===== src/rtl/piece_controller.sv =====
// piece_controller: holds the active tetromino, turns commands into four
// proposed cell coordinates, and commits the downstream-corrected anchor.
module piece_controller #(
  parameter logic [3:0] SPAWN_X = 4'd4,
  parameter logic [4:0] SPAWN_Y = 5'd2,
  parameter logic [4:0] FLOOR_Y = 5'd21
) (
  input  logic       clk,
  input  logic       rst_n,
  input  logic       spawn,
  input  logic [2:0] piece_type,
  input  logic       cmd_left,
  input  logic       cmd_right,
  input  logic       cmd_rot,
  input  logic       tick_down,
  output logic [3:0] x1,
  output logic [3:0] x2,
  output logic [3:0] x3,
  output logic [3:0] x4,
  output logic [4:0] y1,
  output logic [4:0] y2,
  output logic [4:0] y3,
  output logic [4:0] y4,
  input  logic [3:0] xc1,
  input  logic [3:0] xc2,
  input  logic [3:0] xc3,
  input  logic [3:0] xc4,
  output logic       valid,
  output logic       busy,
  output logic       locked
);

  typedef enum logic [1:0] {IDLE, ACTIVE, PROPOSE} state_t;
  typedef enum logic [1:0] {K_SPAWN, K_MOVE, K_ROT, K_DOWN} kind_t;

  state_t     state_q, state_d;
  kind_t      p_kind_q, p_kind_d;
  logic [2:0] c_type_q, c_type_d;
  logic [1:0] c_rot_q, c_rot_d, p_rot_q, p_rot_d;
  logic [3:0] c_ax_q, c_ax_d, p_ax_q, p_ax_d;
  logic [4:0] c_ay_q, c_ay_d, p_ay_q, p_ay_d;
  logic       locked_q, locked_d;

  logic [3:0] cx [4];
  logic [4:0] cy [4];
  logic       floor_hit;
  logic [3:0] kick_d;

  // Downstream shifts all four columns equally, so xc1 alone carries the kick.
  logic unused_xc;
  assign unused_xc = ^{xc2, xc3, xc4};

  // Rotation-0 offsets packed as {dx0,dx1,dx2,dx3,dy0,dy1,dy2,dy3}, 3-bit two's complement.
  function automatic logic [23:0] base_offs(input logic [2:0] t);
    case (t)
      3'd1:    base_offs = {3'b000, 3'b001, 3'b000, 3'b001, 3'b000, 3'b000, 3'b001, 3'b001};
      3'd2:    base_offs = {3'b111, 3'b000, 3'b001, 3'b000, 3'b000, 3'b000, 3'b000, 3'b001};
      3'd3:    base_offs = {3'b000, 3'b001, 3'b111, 3'b000, 3'b000, 3'b000, 3'b001, 3'b001};
      3'd4:    base_offs = {3'b111, 3'b000, 3'b000, 3'b001, 3'b000, 3'b000, 3'b001, 3'b001};
      3'd5:    base_offs = {3'b111, 3'b000, 3'b001, 3'b001, 3'b000, 3'b000, 3'b000, 3'b001};
      3'd6:    base_offs = {3'b111, 3'b000, 3'b001, 3'b111, 3'b000, 3'b000, 3'b000, 3'b001};
      default: base_offs = {3'b111, 3'b000, 3'b001, 3'b010, 12'b0};
    endcase
  endfunction

  // Cell coordinates from the proposal anchor/rotation and the committed type.
  always_comb begin
    logic [23:0] tbl;
    logic [1:0]  eff_rot;
    logic [2:0]  bdx, bdy, rdx, rdy;
    tbl       = base_offs(c_type_q);
    eff_rot   = (c_type_q == 3'd1) ? 2'd0 : p_rot_q;
    floor_hit = 1'b0;
    for (int unsigned i = 0; i < 4; i++) begin
      bdx = tbl[23 - 3*i -: 3];
      bdy = tbl[11 - 3*i -: 3];
      case (eff_rot)
        2'd1:    begin rdx = -bdy; rdy = bdx;  end
        2'd2:    begin rdx = -bdx; rdy = -bdy; end
        2'd3:    begin rdx = bdy;  rdy = -bdx; end
        default: begin rdx = bdx;  rdy = bdy;  end
      endcase
      cx[i] = p_ax_q + {rdx[2], rdx};
      cy[i] = p_ay_q + {{2{rdy[2]}}, rdy};
      if (cy[i] > FLOOR_Y) floor_hit = 1'b1;
    end
  end

  assign x1 = cx[0];
  assign x2 = cx[1];
  assign x3 = cx[2];
  assign x4 = cx[3];
  assign y1 = cy[0];
  assign y2 = cy[1];
  assign y3 = cy[2];
  assign y4 = cy[3];
  assign kick_d = xc1 - cx[0];

  // Next-state: command acceptance, proposal resolution, commit/restore.
  always_comb begin
    state_d  = state_q;
    p_kind_d = p_kind_q;
    c_type_d = c_type_q;
    c_rot_d  = c_rot_q;
    c_ax_d   = c_ax_q;
    c_ay_d   = c_ay_q;
    p_rot_d  = p_rot_q;
    p_ax_d   = p_ax_q;
    p_ay_d   = p_ay_q;
    locked_d = 1'b0;
    case (state_q)
      IDLE: begin
        if (spawn && piece_type != 3'd7) begin
          c_type_d = piece_type;
          p_rot_d  = 2'd0;
          p_ax_d   = SPAWN_X;
          p_ay_d   = SPAWN_Y;
          p_kind_d = K_SPAWN;
          state_d  = PROPOSE;
        end
      end
      ACTIVE: begin
        if (tick_down) begin
          p_ay_d = p_ay_q + 5'd1; p_kind_d = K_DOWN; state_d = PROPOSE;
        end else if (cmd_rot) begin
          p_rot_d = p_rot_q + 2'd1; p_kind_d = K_ROT; state_d = PROPOSE;
        end else if (cmd_left) begin
          p_ax_d = p_ax_q - 4'd1; p_kind_d = K_MOVE; state_d = PROPOSE;
        end else if (cmd_right) begin
          p_ax_d = p_ax_q + 4'd1; p_kind_d = K_MOVE; state_d = PROPOSE;
        end
      end
      PROPOSE: begin
        if (floor_hit && (p_kind_q == K_DOWN || p_kind_q == K_ROT)) begin
          p_rot_d = c_rot_q;
          p_ax_d  = c_ax_q;
          p_ay_d  = c_ay_q;
          if (p_kind_q == K_DOWN) begin
            locked_d = 1'b1;
            state_d  = IDLE;
          end else begin
            state_d  = ACTIVE;
          end
        end else begin
          c_ax_d  = p_ax_q + kick_d;
          p_ax_d  = p_ax_q + kick_d;
          c_rot_d = p_rot_q;
          c_ay_d  = p_ay_q;
          state_d = ACTIVE;
        end
      end
      default: state_d = IDLE;
    endcase
  end

  // State and output registers.
  always_ff @(posedge clk or negedge rst_n) begin
    if (!rst_n) begin
      state_q  <= IDLE;
      p_kind_q <= K_SPAWN;
      c_type_q <= '0;
      c_rot_q  <= '0;
      c_ax_q   <= SPAWN_X;
      c_ay_q   <= SPAWN_Y;
      p_rot_q  <= '0;
      p_ax_q   <= SPAWN_X;
      p_ay_q   <= SPAWN_Y;
      locked_q <= 1'b0;
    end else begin
      state_q  <= state_d;
      p_kind_q <= p_kind_d;
      c_type_q <= c_type_d;
      c_rot_q  <= c_rot_d;
      c_ax_q   <= c_ax_d;
      c_ay_q   <= c_ay_d;
      p_rot_q  <= p_rot_d;
      p_ax_q   <= p_ax_d;
      p_ay_q   <= p_ay_d;
      locked_q <= locked_d;
    end
  end

  assign valid  = (state_q != IDLE);
  assign busy   = (state_q == PROPOSE);
  assign locked = locked_q;

endmodule


===== config.mk =====
export PLATFORM = sky130hd
export DESIGN_NAME = piece_controller
export DESIGN_NICKNAME = d
export VERILOG_FILES = /design/src/rtl/piece_controller.sv
export SDC_FILE = /design/constraint.sdc
export NUM_CORES = 1
export LEC_CHECK = 0
export CAP_MARGIN = 20
export CORE_UTILIZATION = 59
export DETAILED_ROUTE_END_ITERATION = 10
export DONT_BUFFER_PORTS = 1
export PLACE_DENSITY_LB_ADDON = 0.2
export SYNTH_ARGS = -nofsm -noshare
export SYNTH_HDL_FRONTEND = slang
export SYNTH_SLANG_ARGS = --single-unit
export TNS_END_PERCENT = 5

===== constraint.sdc =====
create_clock -name clk -period 4.5 [get_ports clk]
set_clock_uncertainty 0.15 [all_clocks]
set_input_delay 0.675 -clock clk [delete_from_list [all_inputs] [get_ports clk]]
set_output_delay 0.675 -clock clk [all_outputs]
set_load 0.05 [all_outputs]

==> results.py <==
metrics = {
    "clock_tree": {
        "cts_sinks": 30,
        "cts_made_buffers": 5,
        "cts_tree": "built",
        "clk_pin_slew_ps": 60,
        "clock_latency_ps": 280,
        "clock_path_buffers": 2,
        "clock_tree.htree_level_count": 2,
        "clock-root-buffer": "clkbuf_8",
    },
    "setup_path": {
        "crit_family": "simple AND/OR/NAND/NOR gates",
        "critPathArrivalTime_ps": 4330,
        "r2r_setup_slack_ps": 190,
        "crit_fanout": 8,
        "worst_path_max_delay_cell": "dfrtp_2",
        "crit_start": "c_type_q[2]",
        "crit_cells": 16,
        "slowest_delay_ps": 450,
        "r2r_end": "c_rot_q[0]",
        "worst-setup-path-type": "flip-flop to flip-flop",
        "end_kind": "flip-flop",
        "cp_common_cell": "inv_1",
        "path_buf_inv": 4,
        "crit_required_ps": 4520,
        "r2r-start": "c_type_q[2]",
        "cp-start-kind": "flip-flop",
        "crit_end": "c_rot_q[0]",
        "ff2ff_path_depth": 16,
        "crit_chain": "inv_1 -> nand3_1 -> ha_1 -> inv_1 -> nand2_1 -> a221oi_4 -> inv_1 -> ha_1 -> and3_1 -> or3_1 -> o2bb2ai_1 -> mux2i_2 -> and4bb_4 -> o21ai_4 -> buf_4 -> mux2_2",
    },
    "logic_synthesis": {
        "synth_async_sr_flop_share_pct": 100,
        "yosys.area.top_type_share_pct": 17.0,
        "synth.most_common_cell": "ha_1",
        "synthFlopType": "dfrtp_1",
        "ys_types": 72,
        "synth-seq-cells": 30,
        "yosysSeqAreaShare_pct": 19.8,
        "synth_common_cells": "ha_1, nand2_1, a21oi_1",
        "yosys-top-cells-area": "dfrtp_1, ha_1, fa_1, xnor2_1, a21oi_1",
        "ys_warn_count": 0,
        "synth.avg_cell_area_um2": 8.82,
        "synth_edf_count": 0,
        "yosysTopAreaCell": "dfrtp_1",
        "syn-num-nets": 512,
        "syn-instance-count": 433,
        "synthesis.area_um2": 3820,
    },
    "global_routing": {
        "grt_pass1_wl_um": 14800,
        "grt_max_degree": 27,
        "antenna_found_initial": 0,
        "grt_pass1_vias": 3238,
        "track_usage_pct": 28.4,
        "grt_remaining_overflow": 0,
    },
    "hold_path": {
        "hold_class": "input pin to async pin",
    },
    "routing": {
        "num_vias": 3417,
        "drt_first_pass_iters": 4,
        "drt_iter0_markers": 162,
        "drcViolationCount": 0,
        "routed_wl_um": 9200,
        "viasPerCell": 6.33,
        "routedWlPerCell_um": 17.0,
        "drtAntennaViolNets": 0,
    },
    "sta": {
        "finalHoldViolCount": 0,
        "slew_violations": 0,
        "fmax_mhz": 232,
        "fin_crit_sh_pct": 95.8,
        "finalCriticalPeriod_ps": 4310,
        "maxSlewHeadroom_pct": 45.3,
        "setup_viol": 0,
        "setup_ws_ps": 188,
        "tightest_slew_ps": 814,
    },
    "floorplan": {
        "initial_core_util_pct": 62.7,
        "dieArea_um2": 6800,
        "io_pins": 65,
        "die_h_um": 82.5,
        "core_area_um2": 6100,
        "placementRows": 28,
        "die_w_um": 82.5,
    },
    "final_layout": {
        "final_nets": 543,
        "fin_util_pct": 69.9,
        "syn2layout_area_growth_pct": 11.5,
        "layout-drive-gt1-share_pct": 19.1,
        "diodes": 0,
    },
    "placed_design": {
        "port_buffers": 0,
        "dpl_worst_slack_ps": 53.2,
        "dp_hpwl_um": 7200,
        "gp_congestion": 0.889,
    },
    "run_status": {
        "status": "finished, final reports clean",
    },
    "run": {
        "cap_violations": 0,
    },
}
-- worst reg2reg max path: cells and delay by family, from the launching register on --
kind,cells,cell delay (ps)
AOI/OAI and AO/OA,3,660
adders and majority gates,2,650
buffers and inverters,4,540
DFF,1,450
muxes,2,620
and+or+nand+nor,5,1130
-- cell usage in the layout (no fill, tap or decap), drive strengths merged, types with 7 or more instances in the layout --
cell type,synthesis,final
nor3,7,7
mux2,11,11
fa,12,12
nand2b,7,7
nand3,9,9
xnor2,19,19
xor2,11,11
nor2,21,21
ha,41,41
nor2b,7,7
dfrtp,26,26
mux2i,7,7
clkbuf,11,7
a21o,13,13
buf,9,44
or3,10,10
nand2,33,33
o21ai,24,24
inv,30,30
a21oi,31,31
-- layout make-up --
| type | count | area (um^2) |
|---|---|---|
| multi-input combinational | 353 | 2860 |
| fill | 502 | 1840 |
| sequential | 30 | 759 |
| timing repair buffer | 44 | 343 |
| inverter | 30 | 113 |
| tap | 75 | 93.8 |
| clock buffer | 7 | 86.3 |
| clock inverter | 1 | 5.00 |
-- how the worst min path moves through the flow --
| stage | from | end | slack (ps) |
|---|---|---|---|
| floorplan | rst_n | c_ax_q[0] | 230 |
| global placement | rst_n | c_ay_q[3] | 230 |
| detailed placement | rst_n | c_ay_q[3] | 230 |
| CTS | rst_n | c_ay_q[0] | 50 |
| global route | rst_n | p_ay_q[3] | 50 |
| finish | rst_n | c_ay_q[0] | 50 |
-- state kept, by name (all words and copies together) (netlist names) --
| signal | cells |
|---|---|
| p_ay_q | 5 |
| c_ax_q | 4 |
| p_ax_q | 4 |
| c_rot_q | 2 |
| locked | 1 |
| p_rot_q | 2 |
| c_type_q | 3 |
| c_ay_q | 5 |
| state_q | 2 |
| p_kind_q | 2 |
-- metal layers --
layer	wire (um)	share of wire (%)	track usage, %	vias to the layer above
met5	0	0	0	-
met4	115	1.3	6.32	0
met3	346	3.8	4.95	14
met2	4810	52	51.7	79
met1	3930	43	34.8	1681
li1	-	-	-	1643
-- cell families after synthesis --
kind of cell	Yosys count	share of synthesized area (%)
xor gates and xnor gates	30	6.88
adders and majority gates	53	19.7
AOI/OAI and AO/OA	132	24.9
DFF	30	19.8
and+or+nand+nor	120	16.7
muxes	18	5.96
buffers and inverters	50	6.09
-- per-stage QoR --
stage | instance area [um^2] | cells | hold WS, ps | TNS [ps]
2_1_floorplan | 3830 | 433 | 229 | -948
3_3_place_gp | 4090 | 526 | 230 | 0
3_5_place_dp | 4090 | 526 | 230 | 0
4_1_cts | 4200 | 535 | 49.9 | 0
5_1_grt | 4260 | 540 | 47.9 | -161
6_report | 4260 | 540 | 52.9 | 0
-- timing repair --
action / CTS / global route
hold buffers: 1 / 0
setup endpoints to repair: 0 / 23
gates resized for setup: 0 / 10
hold endpoints to repair: 26 / 0
setup buffers: 0 / 5
Power is not shown: default switching activity piles up to over one toggle a cycle in this logic, so the estimate is an artifact.
